[src/rtl/rr_arbiter8_pkg.sv]
// Shared constants for the 8-way round-robin arbiter:
// state encoding, requester count, index width, one-hot helper.
package rr_arbiter8_pkg;

    localparam int REQ_N = 8;
    localparam int IDX_W = 3;

    localparam logic ST_IDLE  = 1'b0;
    localparam logic ST_GRANT = 1'b1;

    function automatic logic [REQ_N-1:0] onehot8(input logic [IDX_W-1:0] idx);
        onehot8 = {{(REQ_N-1){1'b0}}, 1'b1} << idx;
    endfunction

endpackage

[src/rtl/rr_pick8.sv]
// Rotate the request vector by ptr and priority-encode the first set bit,
// giving the winner in search order ptr, ptr+1, ... ptr+7 (mod 8).
module rr_pick8
    import rr_arbiter8_pkg::*;
(
    input  logic [REQ_N-1:0] req,
    input  logic [IDX_W-1:0] ptr,
    output logic [IDX_W-1:0] winner,
    output logic             found
);

    logic [2*REQ_N-1:0] dbl;
    logic [REQ_N-1:0]   rot;
    logic [IDX_W-1:0]   idx;
    logic               hit;

    assign dbl = {req, req};
    assign rot = dbl[ptr +: REQ_N];

    always_comb begin
        idx = '0;
        hit = 1'b0;
        for (int j = 0; j < REQ_N; j++) begin
            if (rot[j] && !hit) begin
                idx = j[IDX_W-1:0];
                hit = 1'b1;
            end
        end
    end

    assign winner = ptr + idx;
    assign found  = |req;

endmodule

[src/rtl/rr_arbiter8.sv]
// Round-robin arbiter for one shared datapath resource among 8 requesters;
// holds a grant until done, withdrawal or hold timeout, then rotates priority.
module rr_arbiter8
    import rr_arbiter8_pkg::*;
#(
    parameter int N        = REQ_N,
    parameter int HOLD_MAX = 16,
    parameter int CNT_W    = 5
) (
    input  logic         clk,
    input  logic         rst_n,
    input  logic [N-1:0] req,
    input  logic         done,
    output logic [N-1:0] gnt,
    output logic [2:0]   gnt_id,
    output logic         busy,
    output logic         any_req,
    output logic         timeout
);

    localparam int HOLD_LAST_I = (HOLD_MAX == 0) ? 0 : HOLD_MAX - 1;
    localparam logic [CNT_W-1:0] HOLD_LAST = HOLD_LAST_I[CNT_W-1:0];

    logic             state;
    logic [2:0]       ptr;
    logic [CNT_W-1:0] cnt;
    logic [2:0]       winner;
    logic             found;
    logic             hold_req;
    logic             tmo_hit;
    logic             release_now;

    rr_pick8 u_pick (
        .req    (req),
        .ptr    (ptr),
        .winner (winner),
        .found  (found)
    );

    assign any_req     = found;
    assign busy        = state;
    assign hold_req    = req[gnt_id];
    assign tmo_hit     = (HOLD_MAX != 0) && (cnt == HOLD_LAST);
    assign release_now = done || !hold_req || tmo_hit;

    always_ff @(posedge clk or negedge rst_n) begin
        if (!rst_n) begin
            state   <= ST_IDLE;
            gnt     <= '0;
            gnt_id  <= '0;
            ptr     <= '0;
            cnt     <= '0;
            timeout <= 1'b0;
        end else begin
            timeout <= 1'b0;
            case (state)
                ST_IDLE: begin
                    if (found) begin
                        state  <= ST_GRANT;
                        gnt    <= onehot8(winner);
                        gnt_id <= winner;
                        cnt    <= '0;
                    end
                end
                ST_GRANT: begin
                    if (release_now) begin
                        state   <= ST_IDLE;
                        gnt     <= '0;
                        ptr     <= gnt_id + 3'd1;
                        // Timeout is only reported when nothing else ended the grant
                        timeout <= tmo_hit && !done && hold_req;
                    end else if (cnt != '1) begin
                        cnt <= cnt + 1'b1;
                    end
                end
                default: state <= ST_IDLE;
            endcase
        end
    end

endmodule

[config.mk]
export PLATFORM = sky130hd
export DESIGN_NAME = rr_arbiter8
export DESIGN_NICKNAME = d
export VERILOG_FILES = /design/src/rtl/rr_arbiter8_pkg.sv /design/src/rtl/rr_pick8.sv /design/src/rtl/rr_arbiter8.sv
export SDC_FILE = /design/constraint.sdc
export NUM_CORES = 1
export LEC_CHECK = 0
export CAP_MARGIN = 20
export CORE_MARGIN = 1
export CORE_UTILIZATION = 45
export DETAILED_ROUTE_END_ITERATION = 12
export PLACE_DENSITY = 0.68
export SLEW_MARGIN = 10
export SYNTH_ARGS = -nofsm -noshare
export SYNTH_HDL_FRONTEND = slang
export SYNTH_SLANG_ARGS = --single-unit
export TNS_END_PERCENT = 20
[constraint.sdc]
create_clock -name clk -period 5.5 [get_ports clk]
set_input_delay 1.1 -clock clk [delete_from_list [all_inputs] [get_ports clk]]
set_output_delay 1.1 -clock clk [all_outputs]
set_load 0.03 [all_outputs]
==> flow_summary.html, run 1 <==
<table>
<tr><th>Metric</th><th>Value</th></tr>
<tr><th colspan="2">Global routing</th></tr>
<tr><td>Wire length of the first global-routing pass</td><td>6.693 mm</td></tr>
<tr><td>Largest net degree at the start of global routing</td><td>23</td></tr>
<tr><td>Antenna violations before repair</td><td>0</td></tr>
<tr><td>GRT Util Overall</td><td>21.04%</td></tr>
<tr><td>Met3 routing resource usage after global routing</td><td>1.630%</td></tr>
<tr><td>Via count of the first global-routing pass</td><td>1,465</td></tr>
<tr><td>Met2 Resource Use GR</td><td>34.31%</td></tr>
<tr><td>Most heavily used metal layer in global routing</td><td>met2</td></tr>
<tr><td>Grt total ovfl</td><td>0</td></tr>
<tr><td>GR met1 Demand/Resource</td><td>27.98%</td></tr>
<tr><th colspan="2">STA</th></tr>
<tr><td>Final TNS setup</td><td>0 ns</td></tr>
<tr><td>Unrepaired setup endpoints after global routing</td><td>false</td></tr>
<tr><td>Slew at the pin with the worst max-slew slack</td><td>0.9208 ns</td></tr>
<tr><td>Final critical path time including I/O delays and setup</td><td>4.375 ns</td></tr>
<tr><td>Number of setup violations in the final report</td><td>0</td></tr>
<tr><td>Highest clock rate</td><td>0.2286 GHz</td></tr>
<tr><td>Worst hold slack after final layout</td><td>0.4977 ns</td></tr>
<tr><td>Final Hold Viols</td><td>0</td></tr>
<tr><td>Final Worst Setup Slack</td><td>1.125 ns</td></tr>
<tr><td>Ratio of final minimum period to clock period</td><td>79.55%</td></tr>
<tr><td>Worst clock skew</td><td>0.006703 ns</td></tr>
<tr><td>Worst slew margin</td><td>38.42%</td></tr>
<tr><td>Final count of pins violating max slew</td><td>0</td></tr>
<tr><th colspan="2">Finish</th></tr>
<tr><td>Antenna diode instance count</td><td>0</td></tr>
<tr><td>Layout cell share with drive strength beyond 1</td><td>9.524%</td></tr>
<tr><td>Fill cell instance count of the final layout</td><td>334</td></tr>
<tr><td>Nets</td><td>228</td></tr>
<tr><td>Area Overhead vs Synth</td><td>17.70%</td></tr>
<tr><td>Register cell area after layout</td><td>525.5 sq um</td></tr>
<tr><td>Footprint of the multi-input gates</td><td>0.001106 sq mm</td></tr>
<tr><th colspan="2">Placement</th></tr>
<tr><td>Number of buffers inserted by port buffering</td><td>24</td></tr>
<tr><td>Post-Place Setup Slack</td><td>0.8852 ns</td></tr>
<tr><td>DP Wirelength</td><td>2.898 mm</td></tr>
<tr><td>Final weighted congestion of routability-driven global placement</td><td>0.8491</td></tr>
<tr><th colspan="2">CTS</th></tr>
<tr><td>Post-CTS setup buffer count</td><td>0</td></tr>
<tr><td>Clock Root Buffer</td><td>clkbuf_8</td></tr>
<tr><td>CTS hold repair buffers</td><td>0</td></tr>
<tr><td>H-tree level count</td><td>1</td></tr>
<tr><td>CTS tree</td><td>done</td></tr>
<tr><td># resized after CTS</td><td>0</td></tr>
<tr><td>Largest buffer count on any clock path</td><td>2</td></tr>
<tr><td>CTS sink count</td><td>21</td></tr>
<tr><td>Post-CTS clock slew at the launch and capture registers of the worst setup and hold paths</td><td>0.08 ns</td></tr>
<tr><td>Clock latency on the worst-skew pair</td><td>0.26 ns</td></tr>
<tr><td>Number of buffers created by CTS</td><td>3</td></tr>
<tr><th colspan="2">Yosys</th></tr>
<tr><td>Flop and latch count out of synthesis</td><td>21</td></tr>
<tr><td>Cells taking the most area after synthesis</td><td>dfrtp_1 (31%), mux4_2 (8.0%), nand2_1 (6.6%)</td></tr>
<tr><td>Proportion of netlist area held by the largest area contributor</td><td>30.97%</td></tr>
<tr><td>Synth warn</td><td>0</td></tr>
<tr><td>Number of synthesized flops with an enable pin</td><td>0</td></tr>
<tr><td>Top_reg_cell synth</td><td>dfrtp_1</td></tr>
<tr><td>Syn Nets</td><td>207</td></tr>
<tr><td>Most repeated cell in the gate-level netlist after synthesis</td><td>nand2_1</td></tr>
<tr><td>Cell area after synthesis</td><td>0.001697 sq mm</td></tr>
<tr><td>Largest area contributor in the netlist</td><td>dfrtp_1</td></tr>
<tr><td>Leading cell types by count after synthesis</td><td>nand2_1 (30), nand3_1 (22), dfrtp_1 (21)</td></tr>
<tr><td>Part of the Yosys area used for sequential elements</td><td>30.97%</td></tr>
<tr><td>Synthesized instance count</td><td>190</td></tr>
<tr><td>Async S/R FF share, synth</td><td>100.0%</td></tr>
<tr><td>Synthesized area divided by synthesized cell count</td><td>8.930 sq um</td></tr>
<tr><td>Netlist cell types</td><td>48</td></tr>
<tr><th colspan="2">Floorplanning</th></tr>
<tr><td>Initial Utilization</td><td>48.92%</td></tr>
<tr><td>Count of standard-cell rows</td><td>21</td></tr>
<tr><td>Number of top-level pins</td><td>25</td></tr>
<tr><td>Y dimension of the die</td><td>63.40 um</td></tr>
<tr><td>Die Outline Area</td><td>0.004020 sq mm</td></tr>
<tr><td>Width of the die</td><td>63.40 um</td></tr>
<tr><td>Std-Cell Core Area</td><td>0.003468 sq mm</td></tr>
<tr><th colspan="2">Power and ir drop</th></tr>
<tr><td>Static Leakage</td><td>0.0007973 uW</td></tr>
<tr><td>Total power density per cell area</td><td>574.1 mW/mm^2</td></tr>
<tr><td>Worst voltage drop across the vdd grid</td><td>0.2305 mV</td></tr>
<tr><th colspan="2">Run status</th></tr>
<tr><td>Outcome</td><td>completed</td></tr>
<tr><th colspan="2">Detailed routing</th></tr>
<tr><td>Routed Wire Length</td><td>3.892 mm</td></tr>
<tr><td>Pre-Repair DR Iteration Count</td><td>4</td></tr>
<tr><td>Routed length per instance</td><td>15.20 um</td></tr>
<tr><td>Vias per std cell</td><td>6.047</td></tr>
<tr><td>Vias</td><td>1,548</td></tr>
<tr><td>Routed Antenna Nets</td><td>0</td></tr>
<tr><td>DRC violation total after the first TritonRoute iteration</td><td>144</td></tr>
<tr><td>Residual DRC count</td><td>0</td></tr>
<tr><th colspan="2">Critical path</th></tr>
<tr><td>Classification of the worst setup path</td><td>input port to register</td></tr>
<tr><td>Type of element capturing the critical path</td><td>register</td></tr>
<tr><td>Required time at the endpoint of the critical path</td><td>5.70 ns</td></tr>
<tr><td>Startpoint types</td><td>input port</td></tr>
<tr><td>Largest driver fanout on the critical path</td><td>7</td></tr>
<tr><td>WP data arrival</td><td>4.58 ns</td></tr>
<tr><th colspan="2">Job</th></tr>
<tr><td>Maximum Capacitance Violations</td><td>0</td></tr>
<tr><th colspan="2">Worst hold path</th></tr>
<tr><td>Type of the tightest min-delay check</td><td>register to register</td></tr>
</table>
==> cell type report <==
cell class	instances	share of cell area, %
inverters	6	1.128
clock buffers	4	2.256
multi-input cells	155	55.39
repair buffers	24	12.03
well taps	46	2.882
flip-flops and latches	21	26.32
==> layout by cell type, fill, tap and decap left out, types with 2 or more instances in the layout <==
cell	netlist	layout
nand2_1	30	30
clkdlybuf4s50_1	0	24
nand3_1	22	22
dfrtp_1	21	21
o21ai_0	20	20
mux2i_1	9	9
nor2_1	8	8
inv_1	6	6
mux4_2	6	6
nand2b_1	5	5
ha_1	5	5
nor4_1	4	4
o21ai_1	3	3
xnor2_1	3	3
nor4b_1	3	3
clkbuf_8	0	3
xor2_1	2	2
a211o_1	2	2
a31oi_1	2	2
mux2_2	2	2
a211oi_1	2	2
a21oi_1	2	2
nor3_1	2	2
==> registers in the layout, summed over array words and instances, names as in the netlist <==
signal,cells
timeout,1
gnt_id,3
ptr,3
gnt,8
busy,1
cnt,5
==> routing by layer <==
metal	vias to the layer above	routed length, um
met5	-	0
met3	7	99
met2	33	1900
met4	0	82
li1	756	-
met1	752	1809
==> worst max-delay path: stages <==
cell	delay (ns)
clkdlybuf4s50_1	0.54
mux2i_1	0.35
nor2_1	0.12
a2111oi_2	0.56
a21oi_1	0.08
a211oi_1	0.25
a311o_1	0.15
ha_1	0.13
inv_1	0.05
fa_1	0.40
xor2_1	0.21
nor4b_1	0.37
o21ai_0	0.15
nand3_1	0.10
==> metrics by stage <==
| stage | instances | area [sq um] | utilization [%] | total power [uW] |
|---|---|---|---|---|
| after global placement | 252 | 1952 | 56.28 | 1018 |
| after floorplan | 190 | 1697 | - | 876.0 |
| after global routing | 256 | 1997 | 57.58 | 1246 |
| after CTS | 256 | 1997 | 57.58 | 1147 |
| final | 256 | 1997 | 57.58 | 1147 |
| after detailed placement | 252 | 1952 | 56.28 | 1039 |
==> where the power goes <==
part           switching [uW]  internal, uW  total (uW)
Sequential                111           200         310
Combinational             415           319         734
Clock                    50.5          51.7         102
Total                     576           571        1150
==> path summary, 6_finish.rpt <==
| path | depth (start not counted) | startpoint | slack [ns] | to |
|---|---|---|---|---|
| setup / recovery | 14 | req[2] | 1.13 | gnt[3] |
| hold / removal | 2 | gnt[0] | 0.50 | gnt[0] |
| setup reg to reg | 13 | ptr[1] | 1.60 | gnt[3] |
| hold reg to reg | 2 | gnt[0] | 0.50 | gnt[0] |
| max in group asynchronous | 1 | rst_n | 3.58 | cnt[0] |
| min in group asynchronous | 1 | rst_n | 1.35 | gnt_id[2] |
==> logic make-up after synthesis <==
kind of cell / Yosys count / share of synthesized area [%]
simple gates: 82 / 24.04
mux: 17 / 14.60
flops: 21 / 30.97
buf+inv: 14 / 3.835
compound gates: 45 / 19.10
xor+xnor: 5 / 2.582
fa+ha+maj: 6 / 4.867
No activity file was read; power rests on OpenSTA's default activity.
==> run 2, diff against run 1 <==
==> constraint.sdc (replaced) <==
create_clock -name clk -period 4.4 [get_ports clk]
set_input_delay 0.88 -clock clk [delete_from_list [all_inputs] [get_ports clk]]
set_output_delay 0.88 -clock clk [all_outputs]
set_load 0.03 [all_outputs]
==> flow_summary.html, run 2 (same netlist as run 1, synthesis figures left out) <==
<table>
<tr><th>Metric</th><th>Value</th></tr>
<tr><th colspan="2">Critical path</th></tr>
<tr><td>Startpoint types</td><td>input port</td></tr>
<tr><td>Required time at the endpoint of the critical path</td><td>4.59 ns (-1.11 ns)</td></tr>
<tr><td>Largest driver fanout on the critical path</td><td>5 (-2)</td></tr>
<tr><td>WP data arrival</td><td>4.25 ns (-0.33 ns)</td></tr>
<tr><td>Critical register-to-register path startpoint</td><td>ptr[1]</td></tr>
<tr><td>Type of element capturing the critical path</td><td>register</td></tr>
<tr><td>Classification of the worst setup path</td><td>input port to register</td></tr>
<tr><td>Start point of the critical path</td><td>req[1]</td></tr>
<tr><th colspan="2">Detailed routing</th></tr>
<tr><td>Routed Antenna Nets</td><td>0 (unchanged)</td></tr>
<tr><td>Routed length per instance</td><td>15.78 um (+3.8%)</td></tr>
<tr><td>Pre-Repair DR Iteration Count</td><td>4 (unchanged)</td></tr>
<tr><td>Routed Wire Length</td><td>4.087 mm (+5.0%)</td></tr>
<tr><td>Vias</td><td>1,539 (-0.58%)</td></tr>
<tr><td>Vias per std cell</td><td>5.942 (-1.7%)</td></tr>
<tr><td>DRC violation total after the first TritonRoute iteration</td><td>113 (-22%)</td></tr>
<tr><td>Residual DRC count</td><td>0 (unchanged)</td></tr>
<tr><th colspan="2">Global routing</th></tr>
<tr><td>Grt total ovfl</td><td>0 (unchanged)</td></tr>
<tr><td>Met2 Resource Use GR</td><td>37.10% (+2.8 points)</td></tr>
<tr><td>Via count of the first global-routing pass</td><td>1,537 (+4.9%)</td></tr>
<tr><td>Most heavily used metal layer in global routing</td><td>met2</td></tr>
<tr><td>Largest net degree at the start of global routing</td><td>23 (unchanged)</td></tr>
<tr><td>Met3 routing resource usage after global routing</td><td>2.174% (+0.54 points)</td></tr>
<tr><td>GR met1 Demand/Resource</td><td>29.43% (+1.5 points)</td></tr>
<tr><td>GRT Util Overall</td><td>22.27% (+1.2 points)</td></tr>
<tr><td>Antenna violations before repair</td><td>0 (unchanged)</td></tr>
<tr><td>Wire length of the first global-routing pass</td><td>7.107 mm (+6.2%)</td></tr>
<tr><th colspan="2">Finish</th></tr>
<tr><td>Commonest cells after routing, fill and taps aside</td><td>nand2_1 (30), clkdlybuf4s50_1 (24), nand3_1 (22)</td></tr>
<tr><td>Largest register by flop count</td><td>gnt</td></tr>
<tr><td>Most common library cell in the layout ignoring fill and taps</td><td>nand2_1</td></tr>
<tr><td>Footprint of the multi-input gates</td><td>0.001106 sq mm (unchanged)</td></tr>
<tr><td>Antenna diode instance count</td><td>0 (unchanged)</td></tr>
<tr><td>Area Overhead vs Synth</td><td>19.03%</td></tr>
<tr><td>Layout cell share with drive strength beyond 1</td><td>10.80% (+1.3 points)</td></tr>
<tr><td>Final core occ</td><td>58.23% (+0.65 points)</td></tr>
<tr><td>Biggest regs</td><td>gnt (8), cnt (5)</td></tr>
<tr><td>Register cell area after layout</td><td>525.5 sq um (unchanged)</td></tr>
<tr><td>Max FFs per register</td><td>8 (unchanged)</td></tr>
<tr><td>Fill cell instance count of the final layout</td><td>328 (-1.8%)</td></tr>
<tr><td>Nets</td><td>231 (+1.3%)</td></tr>
<tr><th colspan="2">Floorplanning</th></tr>
<tr><td>Y dimension of the die</td><td>63.40 um (unchanged)</td></tr>
<tr><td>Die Outline Area</td><td>0.004020 sq mm (unchanged)</td></tr>
<tr><td>Count of standard-cell rows</td><td>21 (unchanged)</td></tr>
<tr><td>Initial Utilization</td><td>48.92% (unchanged)</td></tr>
<tr><td>Std-Cell Core Area</td><td>0.003468 sq mm (unchanged)</td></tr>
<tr><td>Width of the die</td><td>63.40 um (unchanged)</td></tr>
<tr><td>Number of top-level pins</td><td>25 (unchanged)</td></tr>
<tr><th colspan="2">STA</th></tr>
<tr><td>Number of setup violations in the final report</td><td>0 (unchanged)</td></tr>
<tr><td>Highest clock rate</td><td>0.2463 GHz</td></tr>
<tr><td>Unrepaired setup endpoints after global routing</td><td>false</td></tr>
<tr><td>Final Hold Viols</td><td>0 (unchanged)</td></tr>
<tr><td>Slew at the pin with the worst max-slew slack</td><td>0.9191 ns (-0.001647 ns)</td></tr>
<tr><td>Final TNS setup</td><td>0 ns (unchanged)</td></tr>
<tr><td>Final count of pins violating max slew</td><td>0 (unchanged)</td></tr>
<tr><td>Worst slew margin</td><td>38.53% (+0.11 points)</td></tr>
<tr><td>Final critical path time including I/O delays and setup</td><td>4.060 ns</td></tr>
<tr><td>Final Worst Setup Slack</td><td>0.3402 ns (-0.7848 ns)</td></tr>
<tr><td>Ratio of final minimum period to clock period</td><td>92.27%</td></tr>
<tr><td>Worst clock skew</td><td>0.001089 ns (-0.005614 ns)</td></tr>
<tr><th colspan="2">CTS</th></tr>
<tr><td>Clock latency on the worst-skew pair</td><td>0.25 ns (about the same)</td></tr>
<tr><td>CTS tree</td><td>done</td></tr>
<tr><td>CTS hold repair buffers</td><td>0 (unchanged)</td></tr>
<tr><td>H-tree level count</td><td>1 (unchanged)</td></tr>
<tr><td>Largest buffer count on any clock path</td><td>2 (unchanged)</td></tr>
<tr><td>Post-CTS setup buffer count</td><td>0 (unchanged)</td></tr>
<tr><td># resized after CTS</td><td>0 (unchanged)</td></tr>
<tr><td>Clock Root Buffer</td><td>clkbuf_8</td></tr>
<tr><td>Number of buffers created by CTS</td><td>3 (unchanged)</td></tr>
<tr><td>CTS sink count</td><td>21 (unchanged)</td></tr>
<tr><td>Post-CTS clock slew at the launch and capture registers of the worst setup and hold paths</td><td>0.07 ns (about the same)</td></tr>
<tr><th colspan="2">Power and ir drop</th></tr>
<tr><td>Static Leakage</td><td>0.0008127 uW (+1.9%)</td></tr>
<tr><td>Post-route total power</td><td>1465 uW (+28%)</td></tr>
<tr><td>Total power density per cell area</td><td>725.2 mW/mm^2 (+26%)</td></tr>
<tr><td>Worst voltage drop across the vdd grid</td><td>0.3280 mV (+42%)</td></tr>
<tr><th colspan="2">Worst hold path</th></tr>
<tr><td>Type of the tightest min-delay check</td><td>register to register</td></tr>
<tr><td>HP Start</td><td>gnt[0]</td></tr>
<tr><th colspan="2">Job</th></tr>
<tr><td>Maximum Capacitance Violations</td><td>0 (unchanged)</td></tr>
<tr><th colspan="2">Placement</th></tr>
<tr><td>Final weighted congestion of routability-driven global placement</td><td>0.8469 (-0.26%)</td></tr>
<tr><td>Number of buffers inserted by port buffering</td><td>24 (unchanged)</td></tr>
<tr><td>DP Wirelength</td><td>3.068 mm (+5.8%)</td></tr>
<tr><td>Post-Place Setup Slack</td><td>0.04512 ns (-0.8400 ns)</td></tr>
<tr><th colspan="2">Run status</th></tr>
<tr><td>Outcome</td><td>completed</td></tr>
</table>
run 2: cell types whose count changed in the layout (fill, tap and decap cells not counted):
| cell | previous run | this run |
|---|---|---|
| buf_4 | 0 | 3 |
run 2: per-stage QoR:
| stage | hold slack [ns] | cell area, sq um | cells |
|---|---|---|---|
| floorplan | 0.4713 | 1697 | 190 |
| global placement | 0.4760 | 1974 | 255 |
| detailed placement | 0.4787 | 1974 | 255 |
| CTS | 0.4992 | 2019 | 259 |
| global route | 0.5269 | 2019 | 259 |
| finish | 0.4944 | 2019 | 259 |
run 2: cell type report:
class / count / area share [%]
Timing Repair Buffer: 27 / 13.01
Sequential cell: 21 / 26.02
Inverter: 6 / 1.115
Multi-Input combinational cell: 155 / 54.77
Tap cell: 46 / 2.850
Clock buffer: 4 / 2.230
run 2: report_power, final:
| group | switching, uW | internal, uW |
|---|---|---|
| sequential | 139 | 250 |
| clock | 60.5 | 64.4 |
| combinational | 532 | 420 |
run 2: worst paths after layout:
| check | end | slack [ns] | cells past startpoint |
|---|---|---|---|
| worst max-delay path | gnt[3] | 0.34 | 13 |
| worst min-delay path | gnt[0] | 0.49 | 2 |
| worst max register to register | gnt[3] | 0.53 | 12 |
| worst min register to register | gnt[0] | 0.49 | 2 |
| max in group asynchronous | gnt[1] | 2.70 | 1 |
| min in group asynchronous | cnt[4] | 1.14 | 1 |
run 2: worst max-delay path, stage by stage:
cell and delay (ns):
clkdlybuf4s50_1 0.53, inv_1 0.10, o32a_1 0.36, mux4_2 0.49
a221oi_1 0.29, a311o_1 0.16, ha_1 0.14, inv_1 0.05
fa_1 0.41, xor2_1 0.21, nor4b_1 0.36, o21ai_0 0.15
nand3_1 0.12
run 2: layer usage:
| metal | vias up | wire, um |
|---|---|---|
| met5 | - | 0 |
| met4 | 0 | 110 |
| met3 | 10 | 130 |
| met2 | 39 | 1967 |
| met1 | 735 | 1878 |
| li1 | 755 | - |
